--- src/rtl/aes_key_schedule_if.sv ---
// Handshake bundle for aes_key_schedule: key request, round-key stream and status.
// The slave modport is the key-schedule side; the master modport is the requester/consumer.
interface aes_key_schedule_if;
    logic           start;
    logic [0:127]   key;
    logic           busy;
    logic           rk_valid;
    logic           rk_ready;
    logic [0:127]   round_key;
    logic [3:0]     round_idx;
    logic           done;

    modport master (
        output start, key, rk_ready,
        input  busy, rk_valid, round_key, round_idx, done
    );

    modport slave (
        input  start, key, rk_ready,
        output busy, rk_valid, round_key, round_idx, done
    );
endinterface

--- src/rtl/aes_key_schedule.sv ---
// Iterative AES-128 key expansion: one round key per accepted transfer (rk_valid/rk_ready).
// Round keys are presented in state layout (row r, column c); done pulses after round 10.
module aes_key_schedule (
    input  logic              clk,
    input  logic              rst,
    aes_key_schedule_if.slave ks
);

    localparam logic [0:255][7:0] SBOX = {
        128'h637c777bf26b6fc53001672bfed7ab76,
        128'hca82c97dfa5947f0add4a2af9ca472c0,
        128'hb7fd9326363ff7cc34a5e5f171d83115,
        128'h04c723c31896059a071280e2eb27b275,
        128'h09832c1a1b6e5aa0523bd6b329e32f84,
        128'h53d100ed20fcb15b6acbbe394a4c58cf,
        128'hd0efaafb434d338545f9027f503c9fa8,
        128'h51a3408f929d38f5bcb6da2110fff3d2,
        128'hcd0c13ec5f974417c4a77e3d645d1973,
        128'h60814fdc222a908846eeb814de5e0bdb,
        128'he0323a0a4906245cc2d3ac629195e479,
        128'he7c8376d8dd54ea96c56f4ea657aae08,
        128'hba78252e1ca6b4c6e8dd741f4bbd8b8a,
        128'h703eb5664803f60e613557b986c11d9e,
        128'he1f8981169d98e949b1e87e9ce5528df,
        128'h8ca1890dbfe6426841992d0fb054bb16
    };

    typedef enum logic {IDLE, RUN} state_e;

    state_e            state_q, state_d;
    logic [3:0][31:0]  w_q, w_d;
    logic [3:0]        idx_q, idx_d;
    logic              done_q, done_d;
    logic [31:0]       t_word;

    // Rcon for the round being computed (idx_q + 1), taken straight from the index.
    function automatic logic [7:0] rcon_of(input logic [3:0] idx);
        case (idx)
            4'd0:    return 8'h01;
            4'd1:    return 8'h02;
            4'd2:    return 8'h04;
            4'd3:    return 8'h08;
            4'd4:    return 8'h10;
            4'd5:    return 8'h20;
            4'd6:    return 8'h40;
            4'd7:    return 8'h80;
            4'd8:    return 8'h1b;
            4'd9:    return 8'h36;
            default: return 8'h00;
        endcase
    endfunction

    function automatic logic [31:0] sub_word(input logic [31:0] w);
        return {SBOX[w[31:24]], SBOX[w[23:16]], SBOX[w[15:8]], SBOX[w[7:0]]};
    endfunction

    always_ff @(posedge clk) begin
        if (rst) begin
            state_q <= IDLE;
            w_q     <= '0;
            idx_q   <= '0;
            done_q  <= 1'b0;
        end else begin
            state_q <= state_d;
            w_q     <= w_d;
            idx_q   <= idx_d;
            done_q  <= done_d;
        end
    end

    always_comb begin : next_state
        state_d = state_q;
        case (state_q)
            IDLE:    if (ks.start) state_d = RUN;
            RUN:     if (ks.rk_ready && idx_q == 4'd10) state_d = IDLE;
            default: state_d = IDLE;
        endcase
    end

    always_comb begin : next_words
        w_d    = w_q;
        idx_d  = idx_q;
        done_d = 1'b0;
        t_word = sub_word({w_q[3][23:0], w_q[3][31:24]}) ^ {rcon_of(idx_q), 24'h000000};
        if (state_q == IDLE) begin
            if (ks.start) begin
                w_d[0] = ks.key[0:31];
                w_d[1] = ks.key[32:63];
                w_d[2] = ks.key[64:95];
                w_d[3] = ks.key[96:127];
                idx_d  = '0;
            end
        end else if (ks.rk_ready) begin
            if (idx_q == 4'd10) begin
                done_d = 1'b1;
            end else begin
                // Each new word chains off the one just produced, as in FIPS-197.
                w_d[0] = w_q[0] ^ t_word;
                w_d[1] = w_q[1] ^ w_d[0];
                w_d[2] = w_q[2] ^ w_d[1];
                w_d[3] = w_q[3] ^ w_d[2];
                idx_d  = idx_q + 4'd1;
            end
        end
    end

    always_comb begin : outputs
        ks.rk_valid  = (state_q == RUN);
        ks.busy      = (state_q == RUN);
        ks.round_idx = idx_q;
        ks.done      = done_q;
        ks.round_key = '0;
        for (int unsigned c = 0; c < 4; c++) begin
            for (int unsigned r = 0; r < 4; r++) begin
                ks.round_key[32*r + 8*c +: 8] = w_q[c][31 - 8*r -: 8];
            end
        end
    end

endmodule

--- src/flat_wrapper.sv ---
// flat-port wrapper written by rule: the top's interface ports become plain ports
module aes_key_schedule_flat 
  (clk, rst, ks_start, ks_key, ks_rk_ready, ks_busy, ks_rk_valid, ks_round_key, ks_round_idx, ks_done);
  aes_key_schedule_if ks_i ();
  input  logic clk;
  input  logic rst;
  input wire logic [$bits(ks_i.start)-1:0] ks_start;
  input wire logic [$bits(ks_i.key)-1:0] ks_key;
  input wire logic [$bits(ks_i.rk_ready)-1:0] ks_rk_ready;
  output wire logic [$bits(ks_i.busy)-1:0] ks_busy;
  output wire logic [$bits(ks_i.rk_valid)-1:0] ks_rk_valid;
  output wire logic [$bits(ks_i.round_key)-1:0] ks_round_key;
  output wire logic [$bits(ks_i.round_idx)-1:0] ks_round_idx;
  output wire logic [$bits(ks_i.done)-1:0] ks_done;
  assign ks_i.start = ks_start;
  assign ks_i.key = ks_key;
  assign ks_i.rk_ready = ks_rk_ready;
  assign ks_busy = ks_i.busy;
  assign ks_rk_valid = ks_i.rk_valid;
  assign ks_round_key = ks_i.round_key;
  assign ks_round_idx = ks_i.round_idx;
  assign ks_done = ks_i.done;
  aes_key_schedule u_core (.clk(clk), .rst(rst), .ks(ks_i));
endmodule
--- config.mk ---
export PLATFORM = sky130hd
export DESIGN_NAME = aes_key_schedule_flat
export DESIGN_NICKNAME = d
export VERILOG_FILES = /design/src/rtl/aes_key_schedule_if.sv /design/src/rtl/aes_key_schedule.sv /design/src/flat_wrapper.sv
export SDC_FILE = /design/constraint.sdc
export NUM_CORES = 1
export LEC_CHECK = 0
export CELL_PAD_IN_SITES_DETAIL_PLACEMENT = 0
export CELL_PAD_IN_SITES_GLOBAL_PLACEMENT = 2
export CORE_MARGIN = 1
export CORE_UTILIZATION = 40
export CTS_CLUSTER_DIAMETER = 100
export DETAILED_ROUTE_END_ITERATION = 16
export DONT_BUFFER_PORTS = 1
export PLACE_DENSITY_LB_ADDON = 0.1
export REMOVE_ABC_BUFFERS = 1
export SYNTH_ARGS = -nofsm -noshare
export SYNTH_HDL_FRONTEND = slang
export SYNTH_SLANG_ARGS = --single-unit
--- constraint.sdc ---
create_clock -name clk -period 7.1 [get_ports clk]
set_input_delay 1.42 -clock clk [delete_from_list [all_inputs] [get_ports clk]]
set_output_delay 1.42 -clock clk [all_outputs]
set_load 0.05 [all_outputs]
== After elaboration in Yosys (flattened, before gate mapping) ==
Memories as Yosys holds them, arrays and structs flattened. A register that Yosys moved wholly into a read port is not among the register bits.
Index checks and enable logic that the tools add are counted.

* Flip-flop bits (word level): 134
* Bits in read-only memories: 8320
* Bits of input ports: 132
* Output and inout port bits: 135
* Memories: 5

{| class="wikitable"
|+ Memories
! memory !! words !! bits a word !! rd ports !! clocked after Yosys merged registers in !! wr ports !! line !! RTL
|-
| (name not given) || 256 || 8 || 1 || 0 || 0 || aes_key_schedule.sv:54 || <nowiki>return {SBOX[w[31:24]], SBOX[w[23:16]], SBOX[w[15:8]], SBOX[w[7:0]]};</nowiki>
|-
| (name not given) || 256 || 8 || 1 || 0 || 0 || aes_key_schedule.sv:54 ||
|-
| (name not given) || 256 || 8 || 1 || 0 || 0 || aes_key_schedule.sv:54 ||
|-
| (name not given) || 256 || 8 || 1 || 0 || 0 || aes_key_schedule.sv:54 ||
|-
| (name not given) || 16 || 8 || 1 || 1 || 0 || aes_key_schedule.sv:38 || <nowiki>case (idx)</nowiki>
|}

* Add/subtract/negate cells: 1
* $lt $le $gt $ge: 4
* Equality and inequality tests: 3
* Mux-type cells: 22
* Bitwise operators: 11
* Reductions and logical operators: 4

{| class="wikitable"
|+ Operators by type and width
! operator !! count
|-
| $mux 128 || 4
|-
| $xor 32x32->32 || 5
|-
| $mux 8 || 8
|-
| $ge 9x9->1 const B || 4
|-
| $not 8->9 || 4
|-
| $mux 4 || 6
|-
| $add 4x1->4 const B || 1
|-
| $eq 4x4->1 const B || 1
|-
| $ne 2x2->1 const B || 2
|-
| $mux 1 || 3
|-
| $reduce_and 3->1 || 1
|-
| $reduce_or 3->1 || 1
|-
| $not 1->1 || 2
|-
| $pmux 1 s2 || 1
|-
| $reduce_bool 2->1 || 1
|-
| $logic_and 1x1->1 || 1
|}

== Depth between registers and ports, before layout ==
* Word-level depth: 12
* Depth in mapped cells: 15

== Worst setup path before layout ==
Ideal clock, no wire load.

* Path kind: reg2reg
* Start: reg u_core.w_q, in the netlist u_core.ks.round_key[62]
* End: reg u_core.w_q, in the netlist u_core.ks.round_key[24]
* Data arrival time: 4.000 ns
* Path slack: 2.970 ns
* Stages on the path, launching flop included: 14
* Buffers on the path: 2
* Cell sequence: dfxtp_1 > clkbuf_1 > clkinv_1 > ha_1 > and2_1 > buf_1 > nor2_1 > mux4_2 > a2111oi_0 > o32ai_1 > xnor2_1 > xnor2_1 > mux2i_1 > o22ai_1

* Longest elaborated chain between the ends: 12

{| class="wikitable"
|+ Ends and longest elaborated chain
! what !! line !! RTL
|-
| start, declared || aes_key_schedule.sv:31 || <nowiki>logic [3:0][31:0] w_q, w_d;</nowiki>
|-
| start signal, assigned || aes_key_schedule.sv:65 || <nowiki>w_q <= w_d;</nowiki>
|-
| $not 8->9 (implied by the code) || aes_key_schedule.sv:54 ||
|-
| $mem_v2 256x8 || n/a ||
|-
| $mux 8 (implied by the code) (2 in a row) || aes_key_schedule.sv:54 ||
|-
| $xor 32x32->32 || aes_key_schedule.sv:84 || <nowiki>t_word = sub_word({w_q[3][23:0], w_q[3][31:24]}) ^ {rcon_of(idx_q), 24'h000000};</nowiki>
|-
| $xor 32x32->32 || aes_key_schedule.sv:98 || <nowiki>w_d[0] = w_q[0] ^ t_word;</nowiki>
|-
| $xor 32x32->32 || aes_key_schedule.sv:99 || <nowiki>w_d[1] = w_q[1] ^ w_d[0];</nowiki>
|-
| $xor 32x32->32 || aes_key_schedule.sv:100 || <nowiki>w_d[2] = w_q[2] ^ w_d[1];</nowiki>
|-
| $xor 32x32->32 || aes_key_schedule.sv:101 || <nowiki>w_d[3] = w_q[3] ^ w_d[2];</nowiki>
|-
| $mux 128 || aes_key_schedule.sv:94 || <nowiki>if (idx_q == 4'd10) begin</nowiki>
|-
| $mux 128 || aes_key_schedule.sv:93 || <nowiki>end else if (ks.rk_ready) begin</nowiki>
|-
| $mux 128 || aes_key_schedule.sv:85 || <nowiki>if (state_q == IDLE) begin</nowiki>
|}

No other way between the ends. The select of a mux whose other input is x is not followed.
A chain may end at the register's enable or synchronous reset.

== Worst setup path after layout ==
* Start: reg u_core.w_q, in the netlist u_core.ks.round_key[95]
* End: reg u_core.w_q, in the netlist u_core.ks.round_key[57]

The elaborated chain is that of the path after synthesis.

==> results.sh <==
export IMPL_status="finished clean"
export IMPL_path_buf_inv=1
export IMPL_rsz0062_at_grt="no"
export IMPL_cpPeakStageDelay_ns=0.91
export IMPL_drtAntennaViolNets=0
export IMPL_async_flop_share_pct=0
export IMPL_utilization_pct=41.1
export IMPL_critPathArrivalTime_ns=5.15
export IMPL_clock_path_buffers=2
export IMPL_slowest_stage="ha_1"
export IMPL_drive_gt1_share_pct=8.15
export IMPL_clkSinkCount=142
export IMPL_synth_edff_count=0
export IMPL_power_density_mw_per_mm2=292
export IMPL_worst_pin_slew_ns=1.17
export IMPL_core_area_mm2=0.0565
export IMPL_cts_tree="done"
export IMPL_p_sw_share_pct=56.1
export IMPL_hold_buffers=0
export IMPL_track_usage_pct=37.2
export IMPL_critPathTopFamily="compound AO/OA/AOI/OAI gates"
export IMPL_synth_top_cell_by_area="dfxtp_1"
export IMPL_fin_area_mm2=0.0232
export IMPL_cp_required_ns=7.45
export IMPL_ys_types=110
export IMPL_finalHoldViolations=0
export IMPL_crit_fanout=22
export IMPL_grt_pass1_wl_um=164000
export IMPL_p_sw_w=0.00380
export IMPL_numPortBuffers=0
export IMPL_cts_root_buf="clkbuf_16"
export IMPL_place_area_mm2=0.0226
export IMPL_hp_class="flip-flop to flip-flop"
export IMPL_cap_viol_max_count=0
export IMPL_drcViolationCount=0
export IMPL_hold_slack_ns=0.601
export IMPL_path_cells="inv_1 > ha_1 > nor2_1 > o311ai_0 > o311ai_0 > mux4_2 > xnor2_1 > xnor2_1 > mux2i_1 > a2111oi_0"
export IMPL_worst_setup_path_end_kind="flip-flop"
export IMPL_initial_core_util_pct=40.5
export IMPL_max_freq_mhz=208
export IMPL_pwr_share_clk_pct=13.8
export IMPL_wire_per_inst_um=29.9
export IMPL_criticalPathCategory="flip-flop to flip-flop"
export IMPL_dp_hpwl_um=75800
export IMPL_row_count=87
export IMPL_cts_clk_slew_worst_paths_ns=0.07
export IMPL_fin_crit_ns=4.80
export IMPL_area_delta_synth_final_pct=1.36
export IMPL_finalCritPeriodShare_pct=67.6
export IMPL_postSynthCellCount=3267
export IMPL_fin_worst_skew_ns=0.0178
export IMPL_wl_um=112000
export IMPL_place_congestion=1.02
export IMPL_ctsResizeCount=0
export IMPL_yosysWarningCount=0
export IMPL_grt_ovfl_total=0
export IMPL_syn_avg_cell_area_um2=7.00
export IMPL_synth_area_mm2=0.0229
export IMPL_synth_top_cells_by_area="dfxtp_1 12%, a21oi_1 5.3%, o21ai_0 4.5%"
export IMPL_viasPerCell=7.21
export IMPL_die_area_mm2=0.0582
export IMPL_seqPwrFrac_pct=22.0
export IMPL_multi_input_area_mm2=0.0181
export IMPL_fillers=5923
export IMPL_antenna_found_initial=19
export IMPL_ios=267
export IMPL_maxSlewHeadroom_pct=22.0
export IMPL_yosysTopAreaCellShare_pct=12.4
export IMPL_power_frac_comb_pct=64.2
export IMPL_dp_slack_ns=2.42
export IMPL_drt_iter0_drc=3857
export IMPL_final_max_slew_viol_count=0
export IMPL_p_leak_nw=7.74
export IMPL_nets=3150
export IMPL_first_pass_iters=7
export IMPL_post_cts_buffers=0
export IMPL_worstSkewPairLatency_ns=0.48
export IMPL_vias=26900
export IMPL_synth_ff_type="dfxtp_1"
export IMPL_register_area_mm2=0.00290
export IMPL_ys_seq_area_share_pct=12.4
export IMPL_setup_viol=0
export IMPL_grt_max_degree=123
export IMPL_p_int_w=0.00298
export IMPL_numCtsBuffers=17
export IMPL_die_h_um=241
export IMPL_grt_pass1_vias=24300
export IMPL_cts_max_level=4
export IMPL_vdd_ir_drop_max_v=0.000210
export IMPL_setup_ws_ns=2.30
export IMPL_die_x_um=241
export IMPL_ys_ff_latch=142
export IMPL_critPathLaunchType="flip-flop"
==> worst reg2reg max path, stage by stage, from the launching register on <==
cell and delay (ns):
dfxtp_2 0.32, inv_1 0.53, ha_1 0.92, nor2_1 0.45, o311ai_0 0.60, o311ai_0 0.28
mux4_2 0.57, xnor2_1 0.27, xnor2_1 0.20, mux2i_1 0.11, a2111oi_0 0.42
==> cell usage in the layout (no fill, tap or decap), types with 38 or more instances in the layout <==
master,synthesis,layout
a211oi_1,76,76
mux2i_1,46,46
xnor2_1,78,78
a311oi_1,58,58
nor2b_1,97,97
buf_4,21,57
nor3_1,96,96
ha_1,62,62
nand2_1,258,257
a31oi_1,101,101
o311ai_0,41,41
inv_1,41,41
nand2b_1,109,109
nand3_1,133,132
nor2_1,235,232
dfxtp_1,142,113
o211ai_1,55,55
o21ai_0,204,204
a21oi_1,242,242
mux4_2,38,38
==> state kept, by name, summed over array words and instances (netlist names), named ones only <==
name / cells
u_core.ks.busy: 1
u_core.ks.round_key: 128
u_core.ks.round_idx: 4
u_core.ks.done: 1
==> cell type report <==
cell class,instances,area share (%)
multi-input combinational,2683,78.0
clock buffer,21,2.03
clock inverter,11,0.453
timing repair buffer,58,1.93
inverter,54,0.885
tap,756,4.08
sequential,142,12.5
antenna,8,0.0863
==> final timing paths <==
path | start | to | depth (start not counted) | slack (ns)
worst min-delay path | u_core.ks.round_key[27] | u_core.ks.round_key[27] | 2 | 0.60
worst min register to register | u_core.ks.round_key[27] | u_core.ks.round_key[27] | 2 | 0.60
worst max-delay path | u_core.ks.round_key[95] | u_core.ks.round_key[57] | 10 | 2.30
worst max register to register | u_core.ks.round_key[95] | u_core.ks.round_key[57] | 10 | 2.30
==> per-stage QoR <==
stage / total power (W) / TNS [ns] / std cells
after floorplan: 0.00441 / -244.01 / 2879
after global placement: 0.00573 / 0 / 3693
after detailed placement: 0.00570 / 0 / 3693
after CTS: 0.00665 / 0 / 3725
after global routing: 0.00710 / 0 / 3730
final: 0.00678 / 0 / 3733
==> cells by family after synthesis <==
kind of cell / count (synthesis) / synth area share (%)
compound gates: 1201 / 36.6
xor+xnor: 126 / 5.62
fa+ha+maj: 64 / 3.48
buf+inv: 442 / 8.63
flops: 142 / 12.4
mux: 102 / 6.65
simple gates: 1190 / 26.6
==> power by group through the flow <==
stage	sequential (W)	combinational [W]	clock, W
detailed placement	0.00150	0.00420	0
finish	0.00149	0.00435	0.000935
floorplan	0.00167	0.00274	0
CTS	0.00148	0.00422	0.000952
global route	0.00151	0.00461	0.000981
global placement	0.00149	0.00424	0
==> Yosys cell counts, types with 21 or more instances <==
cell type,instances
o31ai_1,32
buf_4,21
a21o_1,34
nand2_1,258
clkbuf_1,208
nand2b_1,109
a221oi_1,34
or3_1,27
xnor2_1,78
o221ai_1,22
nor2b_1,97
or2_2,28
dfxtp_1,142
and3_1,35
a311oi_1,58
a2111oi_0,25
ha_1,62
nor3b_1,25
o21ai_0,204
nor2_1,235
a21oi_1,242
a211oi_1,76
nand3_1,133
nor4_1,23
a22oi_1,21
nand3b_1,30
mux4_2,38
o22ai_1,29
o311ai_0,41
xor2_1,34
a31oi_1,101
buf_1,24
buf_2,121
and2_1,29
inv_1,41
mux2i_1,46
o211ai_1,55
nor3_1,96
==> metal layers <==
layer  wire length, um  global-route usage, %  part of all wire [%]
met5               129                      0                  0.12
met4              4770                   16.2                   4.3
met3             12600                   9.64                    11
met2             49400                   56.6                    44
met1             44800                   49.1                    40
Note: power is estimated with default switching activity, not from simulation.
